==> src/rtl/npc_pc_unit.sv <==
// Fetch-stage program counter: selects the next fetch address from exception
// entry, eret return, stall hold, resolved branch/jump targets, or PC+4.
module npc_pc_unit #(
  parameter logic [31:0] RESET_PC   = 32'h0000_3000,
  parameter logic [31:0] HANDLER_PC = 32'h0000_4180,
  parameter logic [31:0] IM_LO      = 32'h0000_3000,
  parameter logic [31:0] IM_HI      = 32'h0000_6FFC
) (
  input  logic        clk,
  input  logic        reset,
  input  logic        stall,
  input  logic [31:0] pc_d,
  input  logic        beq_d,
  input  logic        bne_d,
  input  logic        j_d,
  input  logic        jr_d,
  input  logic        zero,
  input  logic [15:0] imm16_d,
  input  logic [25:0] index26_d,
  input  logic [31:0] rs_fwd_d,
  input  logic        req,
  input  logic        eret,
  input  logic [31:0] epc,
  output logic [31:0] pc_f,
  output logic        adel_f,
  output logic        bd_f
);

  logic [31:0] fetch_pc_d, fetch_pc_q;
  logic        bd_d, bd_q;
  logic [31:0] seq_pc_s, br_target_s, j_target_s;
  logic        br_taken_s, is_cti_s;

  // Next-PC selection; req and eret win over a stall so faults are never held off.
  always_comb begin
    seq_pc_s    = fetch_pc_q + 32'd4;
    br_target_s = pc_d + 32'd4 + {{14{imm16_d[15]}}, imm16_d, 2'b00};
    j_target_s  = {pc_d[31:28], index26_d, 2'b00};
    br_taken_s  = (beq_d & zero) | (bne_d & ~zero);
    is_cti_s    = beq_d | bne_d | j_d | jr_d;
    fetch_pc_d  = fetch_pc_q;
    bd_d        = bd_q;
    if (req) begin
      fetch_pc_d = HANDLER_PC;
      bd_d       = 1'b0;
    end else if (eret) begin
      fetch_pc_d = epc;
      bd_d       = 1'b0;
    end else if (stall) begin
      fetch_pc_d = fetch_pc_q;
      bd_d       = bd_q;
    end else begin
      // The slot flag tracks the control instruction itself, taken or not.
      bd_d = is_cti_s;
      if (jr_d) begin
        fetch_pc_d = rs_fwd_d;
      end else if (j_d) begin
        fetch_pc_d = j_target_s;
      end else if (br_taken_s) begin
        fetch_pc_d = br_target_s;
      end else begin
        fetch_pc_d = seq_pc_s;
      end
    end
  end

  // PC and delay-slot state registers.
  always_ff @(posedge clk or posedge reset) begin
    if (reset) begin
      fetch_pc_q <= RESET_PC;
      bd_q       <= 1'b0;
    end else begin
      fetch_pc_q <= fetch_pc_d;
      bd_q       <= bd_d;
    end
  end

  assign pc_f   = fetch_pc_q;
  assign bd_f   = bd_q;
  // Misaligned or outside instruction memory; a bad jr target is flagged, not fixed.
  assign adel_f = (fetch_pc_q[1:0] != 2'b00) | (fetch_pc_q < IM_LO) | (fetch_pc_q > IM_HI);

endmodule

==> config.mk <==
export PLATFORM = sky130hd
export DESIGN_NAME = npc_pc_unit
export DESIGN_NICKNAME = d
export VERILOG_FILES = /design/src/rtl/npc_pc_unit.sv
export SDC_FILE = /design/constraint.sdc
export NUM_CORES = 1
export LEC_CHECK = 0
export CORE_ASPECT_RATIO = 1.4
export CORE_MARGIN = 1.5
export CORE_UTILIZATION = 50
export DETAILED_ROUTE_END_ITERATION = 16
export GPL_TIMING_DRIVEN = 1
export PLACE_DENSITY = 0.89
export SYNTH_ARGS = -nofsm -noshare
export SYNTH_HDL_FRONTEND = slang
export SYNTH_SLANG_ARGS = --single-unit
export TNS_END_PERCENT = 50
==> constraint.sdc <==
create_clock -name clk -period 5.6 [get_ports clk]
set_input_delay 0.56 -clock clk [delete_from_list [all_inputs] [get_ports clk]]
set_output_delay 0.56 -clock clk [all_outputs]
set_load 0.01 [all_outputs]
==> impl_results.md <==
* CP Class: in2reg
* Worst R2R Start: pc_f[3]
* Crit share post-route at between 60% and 70%
* Register share of total power at ~25%
* IO buf count at approximately 180
* DRC viols at 0
* Hold Fails Final Rpt at 0
* Skew final at approximately 3.4 ps
* Post-CTS repair timing setup buffer count at 0
* Net Count, Synth at about 850
* CP max FO at 15
* TritonCTS clock tree: yes
* Critical path endpoint category: register
* TritonCTS Buffers at 5
* Clk buf depth at 2
* Nets at around 1.0k
* CP Data Arrival Time at between 3000 and 4000 ps
* Status: completed
* Gr ovfl total at 0
* Initial antenna violation count at 0
* Combinational group share of total power at between 50% and 60%
* Reg-to-reg setup timing slack at about 3100 ps
* Post-synth EDFFs at 0
* Cell Rows at 42
* H-tree levels at 2
* Layout cells sized above 1 at roughly 4.2%
* Worst-path clk slew at 50 ps
* Final Power at 1170 µW
* Seq/Total Area, Yosys at between 15 and 20%
* Full die area at ~10000 µm²
* Dpl hpwl at about 15 mm
* Post-layout util at about three quarters
* Sw Pwr at ~440 µW
* Hold EP: pc_f[1]
* Max-slew headroom at between 40 and 50%
* Synth Flop Type: dfrtp_1
* Core footprint at approximately 9500 µm²
* Internal Pwr Total at a little over 700 µW
* Routed WL per cell at approximately 20 µm
* PD cells at 168 nW/µm²
* Reg-to-reg critical path endpoint: pc_f[20]
* Seq cells post-synth at 33
* Max VDD drop at 0.0000977 V
* WHS Path Cells at 2
* Final setup vio count at 0
* Worst Hold Margin at 558 ps
* Initial DRC count at approximately 590
* Sw frac at between 30% and 40%
* CTS hold repair buffers at 0
* WP data required at ~5700 ps
* TritonCTS Sinks at 33
* Die width at approximately 87 µm
* Ys Warns at 0
* GPL Wtd Cong at roughly 0.95
* Diode count at 0
* Tightest Pin Transition at a little over 800 ps
* Final Max Tran Viols at 0
* First-pass GRT wire length at about 30 mm
* DR vias at between 6k and 7k
* Vias per std cell at ~6.4
* Achievable clock frequency at around 270 MHz
* Total Wirelength at ~19 mm
* P&R area growth vs syn at 41.8%
* Clock latency at the later pin of the worst-skew pair at ~280 ps
* Mapped Area at between 4000 and 5000 µm²
* Clk root buf: clkbuf_16
* Global-route usage over all layers at a little over a third
* Yosys cell types at 73
* Largest net degree at the start of global routing at between 40 and 50
* Initial DRT Pass Iterations at 6
* Syn_area_per_cell at 7.63 µm²
* Post-cts resize count at 0
* FF-to-FF path depth at 8
* Hold Path Class: reg2reg
* RSZ-0062 raised after global routing: false
* # Max-Cap Violations at 0
* Starting Density at roughly half
* Die height at ~120 µm
* Setup TNS at 0 ps
* CP startpoint kind: input pin
* LEAKAGE at 0.00290 µW
* Vias in the first global route at a little under 6k
* Hold Path Origin: pc_f[1]
* Tmin final at approximately 3700 ps
* Post-DRT Antenna Nets at 0
* Syn Inst Count at about 650
* Clock power frac at between 20% and 30%
* Async set-reset flop share out of synthesis at 100%
* I/O pin total at around 180
## Yosys cell counts, types with 7 or more instances
| cell type | instances | area share [%] |
|---|---|---|
| nor2_1 | 60 | 4.6 |
| ha_1 | 58 | 15 |
| nand2_1 | 56 | 4.3 |
| a21oi_1 | 47 | 4.8 |
| o21ai_0 | 39 | 4.0 |
| dfrtp_1 | 31 | 16 |
| clkbuf_1 | 27 | 2.1 |
| inv_1 | 26 | 2.0 |
| xor2_1 | 22 | 3.9 |
| xnor2_1 | 21 | 3.7 |
| a211oi_1 | 18 | 2.7 |
| nand3_1 | 16 | 1.6 |
| a22oi_1 | 13 | 2.0 |
| nand4_1 | 13 | 1.7 |
| and3_1 | 11 | 1.4 |
| o21a_1 | 11 | 1.7 |
| a21o_1 | 10 | 1.5 |
| o211ai_1 | 10 | 1.5 |
| a221oi_1 | 9 | 1.6 |
| a31oi_1 | 9 | 1.1 |
| nor2b_1 | 9 | 1.1 |
| nor3_1 | 8 | 0.81 |
| a221o_1 | 7 | 1.4 |
| mux2i_1 | 7 | 1.4 |
## worst max-delay path, stage by stage
cell and delay [ps]:
clkdlybuf4s50_1 910, ha_1 360, ha_1 400, a21oi_1 230, o21bai_1 80, a21oi_1 170
o2111ai_1 270, a2111oi_0 470, a41oi_1 100, o22ai_1 160, a31oi_1 90
## per-layer routing
metal  share of wire (%)  track usage [%]
met1                  39             44.1
met2                  49             61.4
met3                 8.7             6.21
met4                 3.9             14.6
met5                   0                0
## flip-flops by register name, summed over array words and instances, names as in the netlist
signal,count
bd_f,1
pc_f,32
## stage by stage
| stage | instance area, µm² | worst slack [ps] | cells |
|---|---|---|---|
| finish | 6980 | 1910 | 941 |
| global route | 6980 | 1650 | 941 |
| CTS | 6980 | 1970 | 941 |
| detailed placement | 6840 | 1690 | 934 |
| global placement | 6840 | 1800 | 934 |
| floorplan | 4920 | 2700 | 645 |
## final cells by class
class | instances | area, µm²
clock buffer | 7 | 143
fill | 766 | 2530
inverter | 26 | 97.6
multi-input combinational | 552 | 3860
sequential | 33 | 828
tap | 132 | 165
timing repair buffer | 191 | 1890
## logic make-up (layout without fill, tap and decap cells)
group | count (synthesis) | after routing | synth area share, %
flip-flops | 33 | 33 | 16.8
multiplexers | 9 | 9 | 1.88
XOR/XNOR | 43 | 43 | 7.65
AND/OR/NAND/NOR | 212 | 212 | 21.4
AO/OA/AOI/OAI | 229 | 229 | 32.4
buffers and inverters | 60 | 224 | 4.75
adder cells (fa/ha/maj) | 59 | 59 | 15.1
## worst max path at each step
stage	cells after the start	from	end	slack, ps
after floorplan	12	pc_d[3]	pc_f[27]	2700
after global placement	10	imm16_d[15]	pc_f[31]	1800
after detailed placement	11	imm16_d[15]	pc_f[28]	1690
after CTS	11	imm16_d[15]	pc_f[28]	1970
after global routing	11	imm16_d[15]	pc_f[28]	1650
final	11	imm16_d[15]	pc_f[28]	1910
## power by group through the flow
stage                     Combinational (µW)  Clock, µW  Sequential (µW)
after global placement                   572          0              296
final                                    599        276              295
after detailed placement                 583          0              297
after floorplan                          330          0              294
after global routing                     642        288              298
after CTS                                588        277              293
## placed cells by master (no fill, tap or decap), drive strengths merged, types with 6 or more instances in the layout
master / count
a211oi: 18
a21o: 10
a21oi: 48
a221o: 7
a221oi: 9
a22oi: 13
a31oi: 9
and2: 6
and3: 13
and4: 6
buf: 10
clkbuf: 7
clkdlybuf4s50: 181
dfrtp: 31
ha: 58
inv: 26
mux2i: 7
nand2: 56
nand2b: 6
nand3: 17
nand4: 13
nor2: 60
nor2b: 9
nor3: 9
nor4: 6
o211ai: 10
o21a: 11
o21ai: 42
o22ai: 7
o31a: 6
xnor2: 21
xor2: 22
No activity file was read; power rests on OpenSTA's default activity.
